`src/rtl/pipe_stage_reg_pkg.sv`:
```
// Shared definitions for the pipeline-register slice: bubble instruction,
// handshake state codes and the {pc, instr} entry layout.
package pipe_stage_reg_pkg;

  localparam int unsigned PIPE_PC_W    = 32;
  localparam int unsigned PIPE_INSTR_W = 32;

  localparam logic [31:0] PIPE_NOP = 32'h0000_0000;

  localparam logic [1:0] ST_EMPTY = 2'd0;
  localparam logic [1:0] ST_ONE   = 2'd1;
  localparam logic [1:0] ST_FULL  = 2'd2;

  typedef struct packed {
    logic [PIPE_PC_W-1:0]    pc;
    logic [PIPE_INSTR_W-1:0] instr;
  } entry_t;

endpackage

```
`src/rtl/pipe_stage_reg_entry.sv`:
```
// One stored pipeline entry with load and clear-to-bubble controls;
// clear wins over load.
module pipe_entry_reg #(
  parameter int unsigned   W       = 64,
  parameter logic [W-1:0] CLR_VAL = {W{1'b0}}
) (
  input  logic         clk,
  input  logic         reset,
  input  logic         load,
  input  logic         clear,
  input  logic [W-1:0] d,
  output logic [W-1:0] q
);

  logic [W-1:0] q_r;

  // Entry storage: reset/clear load the bubble value, otherwise capture on load.
  always_ff @(posedge clk) begin
    if (reset || clear) begin
      q_r <= CLR_VAL;
    end else if (load) begin
      q_r <= d;
    end else begin
      q_r <= q_r;
    end
  end

  assign q = q_r;

endmodule

```
`src/rtl/pipe_stage_reg.sv`:
```
// Inter-stage pipeline register: valid/ready handshake, optional one-entry
// skid, synchronous flush and a saturating back-pressure cycle counter.
module pipe_stage_reg
  import pipe_stage_reg_pkg::*;
#(
  parameter int unsigned         PC_W      = 32,
  parameter int unsigned         INSTR_W   = 32,
  parameter logic [INSTR_W-1:0] NOP_INSTR = INSTR_W'(PIPE_NOP),
  parameter int unsigned         SKID      = 1,
  parameter int unsigned         CNT_W     = 16
) (
  input  logic               clk,
  input  logic               reset,
  input  logic               flush,
  input  logic               in_valid,
  output logic               in_ready,
  input  logic [PC_W-1:0]    in_pc,
  input  logic [INSTR_W-1:0] in_instr,
  output logic               out_valid,
  input  logic               out_ready,
  output logic [PC_W-1:0]    out_pc,
  output logic [INSTR_W-1:0] out_instr,
  output logic [CNT_W-1:0]   stall_cnt
);

  localparam int unsigned         ENTRY_W     = PC_W + INSTR_W;
  localparam logic [ENTRY_W-1:0] EMPTY_ENTRY = {{PC_W{1'b0}}, NOP_INSTR};
  localparam logic [CNT_W-1:0]   CNT_MAX     = {CNT_W{1'b1}};
  localparam bit                  SKID_EN     = (SKID != 32'd0);

  logic [1:0]         state_r;
  logic [1:0]         state_nxt_s;
  logic               in_xfer_s;
  logic               out_xfer_s;
  logic               main_load_s;
  logic               main_clr_s;
  logic               main_from_skid_s;
  logic               skid_load_s;
  logic               skid_clr_s;
  logic [ENTRY_W-1:0] in_entry_s;
  logic [ENTRY_W-1:0] main_d_s;
  logic [ENTRY_W-1:0] main_q_s;
  logic [ENTRY_W-1:0] skid_q_s;
  logic [CNT_W-1:0]   stall_cnt_r;

  assign in_entry_s = {in_pc, in_instr};
  assign in_xfer_s  = in_valid && in_ready;
  assign out_xfer_s = out_valid && out_ready;
  assign out_valid  = (state_r != ST_EMPTY);

  // With a skid entry, in_ready is a pure state decode; without it the
  // stage can only accept when the held entry is leaving this cycle.
  generate
    if (SKID_EN) begin : g_ready_skid
      assign in_ready = (state_r != ST_FULL);
    end else begin : g_ready_single
      assign in_ready = (state_r == ST_EMPTY) || out_ready;
    end
  endgenerate

  // Next-state and entry-register controls; flush overrides all transfers.
  always_comb begin
    state_nxt_s      = state_r;
    main_load_s      = 1'b0;
    main_clr_s       = 1'b0;
    main_from_skid_s = 1'b0;
    skid_load_s      = 1'b0;
    skid_clr_s       = 1'b0;
    if (flush) begin
      state_nxt_s = ST_EMPTY;
      main_clr_s  = 1'b1;
      skid_clr_s  = 1'b1;
    end else begin
      case (state_r)
        ST_EMPTY: begin
          if (in_xfer_s) begin
            main_load_s = 1'b1;
            state_nxt_s = ST_ONE;
          end else begin
            state_nxt_s = ST_EMPTY;
          end
        end
        ST_ONE: begin
          if (in_xfer_s && out_xfer_s) begin
            main_load_s = 1'b1;
          end else if (out_xfer_s) begin
            main_clr_s  = 1'b1;
            state_nxt_s = ST_EMPTY;
          end else if (in_xfer_s && SKID_EN) begin
            skid_load_s = 1'b1;
            state_nxt_s = ST_FULL;
          end else begin
            state_nxt_s = ST_ONE;
          end
        end
        ST_FULL: begin
          if (out_xfer_s) begin
            main_load_s      = 1'b1;
            main_from_skid_s = 1'b1;
            skid_clr_s       = 1'b1;
            state_nxt_s      = ST_ONE;
          end else begin
            state_nxt_s = ST_FULL;
          end
        end
        default: begin
          state_nxt_s = ST_EMPTY;
          main_clr_s  = 1'b1;
          skid_clr_s  = 1'b1;
        end
      endcase
    end
  end

  // Handshake state register.
  always_ff @(posedge clk) begin
    if (reset) begin
      state_r <= ST_EMPTY;
    end else begin
      state_r <= state_nxt_s;
    end
  end

  assign main_d_s = main_from_skid_s ? skid_q_s : in_entry_s;

  pipe_entry_reg #(
    .W       (ENTRY_W),
    .CLR_VAL (EMPTY_ENTRY)
  ) u_main (
    .clk   (clk),
    .reset (reset),
    .load  (main_load_s),
    .clear (main_clr_s),
    .d     (main_d_s),
    .q     (main_q_s)
  );

  generate
    if (SKID_EN) begin : g_skid
      pipe_entry_reg #(
        .W       (ENTRY_W),
        .CLR_VAL (EMPTY_ENTRY)
      ) u_skid (
        .clk   (clk),
        .reset (reset),
        .load  (skid_load_s),
        .clear (skid_clr_s),
        .d     (in_entry_s),
        .q     (skid_q_s)
      );
    end else begin : g_no_skid
      assign skid_q_s = EMPTY_ENTRY;
    end
  endgenerate

  assign out_pc    = main_q_s[ENTRY_W-1 -: PC_W];
  assign out_instr = main_q_s[INSTR_W-1:0];

  // Stall counter: cycles where a held entry is refused downstream; flush
  // leaves it alone and it sticks at all-ones.
  always_ff @(posedge clk) begin
    if (reset) begin
      stall_cnt_r <= {CNT_W{1'b0}};
    end else if (out_valid && !out_ready && (stall_cnt_r != CNT_MAX)) begin
      stall_cnt_r <= stall_cnt_r + CNT_W'(1);
    end else begin
      stall_cnt_r <= stall_cnt_r;
    end
  end

  assign stall_cnt = stall_cnt_r;

endmodule

```
`config.mk`:
```
export PLATFORM = sky130hd
export DESIGN_NAME = pipe_stage_reg
export DESIGN_NICKNAME = d
export VERILOG_FILES = /design/src/rtl/pipe_stage_reg_pkg.sv /design/src/rtl/pipe_stage_reg_entry.sv /design/src/rtl/pipe_stage_reg.sv
export SDC_FILE = /design/constraint.sdc
export NUM_CORES = 1
export LEC_CHECK = 0
export CAP_MARGIN = 20
export CELL_PAD_IN_SITES_DETAIL_PLACEMENT = 1
export CELL_PAD_IN_SITES_GLOBAL_PLACEMENT = 1
export CORE_MARGIN = 2
export CORE_UTILIZATION = 39
export DETAILED_ROUTE_END_ITERATION = 10
export MAX_ROUTING_LAYER = met4
export PLACE_DENSITY = 0.85
export SETUP_SLACK_MARGIN = 0.5
export SKIP_LAST_GASP = 1
export SYNTH_ARGS = -nofsm -noshare
export SYNTH_HDL_FRONTEND = slang
export SYNTH_HIERARCHICAL = 1
export SYNTH_SLANG_ARGS = --single-unit
```
`constraint.sdc`:
```
create_clock -name clk -period 2.5 [get_ports clk]
set_clock_uncertainty 0.15 [all_clocks]
set_input_delay 0.25 -clock clk [delete_from_list [all_inputs] [get_ports clk]]
set_output_delay 0.25 -clock clk [all_outputs]
set_load 0.1 [all_outputs]
```
==> reports/results.txt <==
post-synthesis sequential area ratio: 44.8%
final hold vios: 0
Crit Path Class: reg -> reg
Longest Clk Path Bufs: 2
drt initial violations: 149
Post-synth EDFFs: 0
Vias: 5,108
Ys Warns: 6
Data arrival, critical path: 2.14 ns
first-pass GRT wire length: 28.8 mm
Lkg Pwr: 3.26 nW
Power Dens Cells: 650 nW/um2
Slew @ Worst Pin: 0.578 ns
RD Place Congestion: 0.848
setup TNS: 0 ns
TritonCTS Buffers: 17
IO Port Bufs: 150
max frequency: 0.504 GHz
All-Layer GR Usage: 21.2%
worst setup margin: 0.514 ns
# rows: 47
largest net degree at the start of global routing: 44
cells after synthesis: 607
period utilisation layout: 79.4%
DR pass1 iterations: 4
status: completed
core area: 16,500 um2
Relative slew margins: 61.2%
pins over their slew limit: 0
critical path capture point type: flop
syn_nets: 677
dpl ws: 0.0300 ns
nets@finish: 834
wire per inst: 18.5 um
Worst path max stage delay: 0.36 ns
slowest CP cell: dfxtp_4
initial antenna violation count: 0
Post-Syn Area: 6530 um2
cells along the critical path: nand2b_4 > nor3b_4 > buf_12 > clkbuf_16 > mux2_2 > mux2i_1 > nor2_1
Initial Utilization: 39.6%
H-tree levels: 4
CTS tree: done
Hold Buf Count CTS: 0
boundary pin count: 151
Required @ worst endpoint: 2.65 ns
Die Y: 133 um
Yosys cell types: 46
critical-path maximum fanout: 9
CP Buf/Inv Count: 2
top cell type's share of synthesized area: 44.8%
Avg Cell Area, Syn: 10.7 um2
grt ovf: 0
die area: 17,800 um2
Via density: 5.12
# diodes: 0
asr flop ratio synth: 0%
RSZ-0062 raised after global routing: true
fill cell count: 1,782
synth-to-layout area growth: 35.0%
DIE WIDTH: 133 um
clock slew at reported path FFs: 0.06 ns
Synth Flop Type: dfxtp_1
dominant cell type by area after synthesis: dfxtp_1
critical path's top delay family: multiplexers
clk root buf: clkbuf_16
peak supply drop: 0.000446 V
ratio of cells with drive above 1 in the final layout: 30.1%
type of origin of the critical path: flop
drt drc: 0
CTS Sinks: 146
max_cap viols: 0
Worst Hold Class: in -> reg
post-layout min period: 1.99 ns
post-route ant nets: 0
synth top area cells: dfxtp_1 (45%), mux2i_1 (20%), mux2_2 (10%), nor2_1 (7.5%), buf_6 (3.8%)
synthesized flop and latch total: 146
Clock Latency Late Sink: 0.42 ns
post-detailed-placement half-perimeter wirelength: 11.9 mm
final wirelength: 18.4 mm
number of global-route vias before repair: 5,562
Setup-failing EPs final: 0
-- final timing paths --
path,to,slack (ns),depth (start not counted),start
max,u_main/q[36],0.51,7,state_r[0]
min,state_r[1],0.26,2,out_ready
max reg2reg,u_main/q[36],0.51,7,state_r[0]
min reg2reg,g_skid.u_skid/q[15],0.34,2,g_skid.u_skid/q[15]
-- final cells by class --
class,instances,area (um2),share of cell area [%]
inverters,3,11.3,0.128
clock buffers,23,488,5.54
clock inverters,9,126,1.43
repair buffers,177,1750,19.9
well taps,220,275,3.12
multi-input cells,419,3200,36.3
flip-flops and latches,146,2960,33.6
-- per-stage QoR --
stage	area, um2	instances	hold slack (ns)	util (%)	total power [mW]
finish	8810	997	0.259	53.5	5.73
floorplan	6580	607	0.162	-	2.91
CTS	8640	989	0.244	52.5	5.80
global route	8810	997	0.320	53.5	5.94
global placement	7970	955	0.316	48.4	3.12
detailed placement	7970	955	0.331	48.4	3.14
-- sequential cells by signal, summed over array words and instances, names as in the netlist --
| name | flops |
|---|---|
| state_r | 2 |
| g_skid.u_skid/q | 64 |
| u_main/q | 64 |
| stall_cnt | 16 |
-- where the power goes --
group / switching (mW) / internal, mW
logic: 0.430 / 0.288
registers: 0.0217 / 2.36
clock network: 0.962 / 1.67
-- cell families after synthesis --
group / Yosys count / synth area share [%]
AOI/OAI and AO/OA: 42 / 4.28
adders and majority gates: 1 / 0.192
buffers and inverters: 42 / 7.13
DFF: 146 / 44.8
muxes: 193 / 30.8
and+or+nand+nor: 183 / 12.8
-- Yosys cell counts, types with 2 or more instances --
cell type and number:
o31ai_1 3, nand3_1 5, nor2_1 130, buf_6 22
nand4_2 2, or4_1 3, nand3_2 2, nor4_1 3
inv_1 3, a21oi_1 12, buf_2 3, dfxtp_1 146
or2_2 2, mux2_1 6, and4_1 3, buf_8 12
nand4_1 3, or3_1 8, o41ai_1 2, nand2b_1 3
nor3_1 2, nor2b_1 2, mux2_2 58, o21ai_0 13
or2_1 2, o21a_1 2, mux2i_1 129, nand2_1 8
-- layer usage --
metal	GRT usage, %	wire (um)	share of wire [%]	vias to the layer above
met3	4.68	742	4.0	26
met1	24.4	7920	43	2521
met5	-	0	0	-
met4	7.62	368	2.0	0
li1	-	-	-	2438
met2	36.5	9390	51	123
-- placed cells by master, fill, tap and decap left out, types with 5 or more instances in the layout --
cell / instances
a21oi_1: 11
dfxtp_1: 128
buf_4: 92
mux2_2: 56
o21ai_0: 13
nand2_1: 8
clkbuf_16: 21
nor2_1: 130
or3_1: 8
mux2_1: 6
clkdlybuf4s50_1: 67
dfxtp_2: 13
dfxtp_4: 5
nand3_1: 5
mux2i_1: 128
buf_12: 10
-- timing repair --
item                       CTS  global route
gates cloned                 1             4
setup buffers                1             4
pin swaps                    1             6
hold endpoints to repair     0             0
resized for setup            6             8
setup endpoints to repair   69            83
Note: power is estimated with default switching activity, not from simulation.
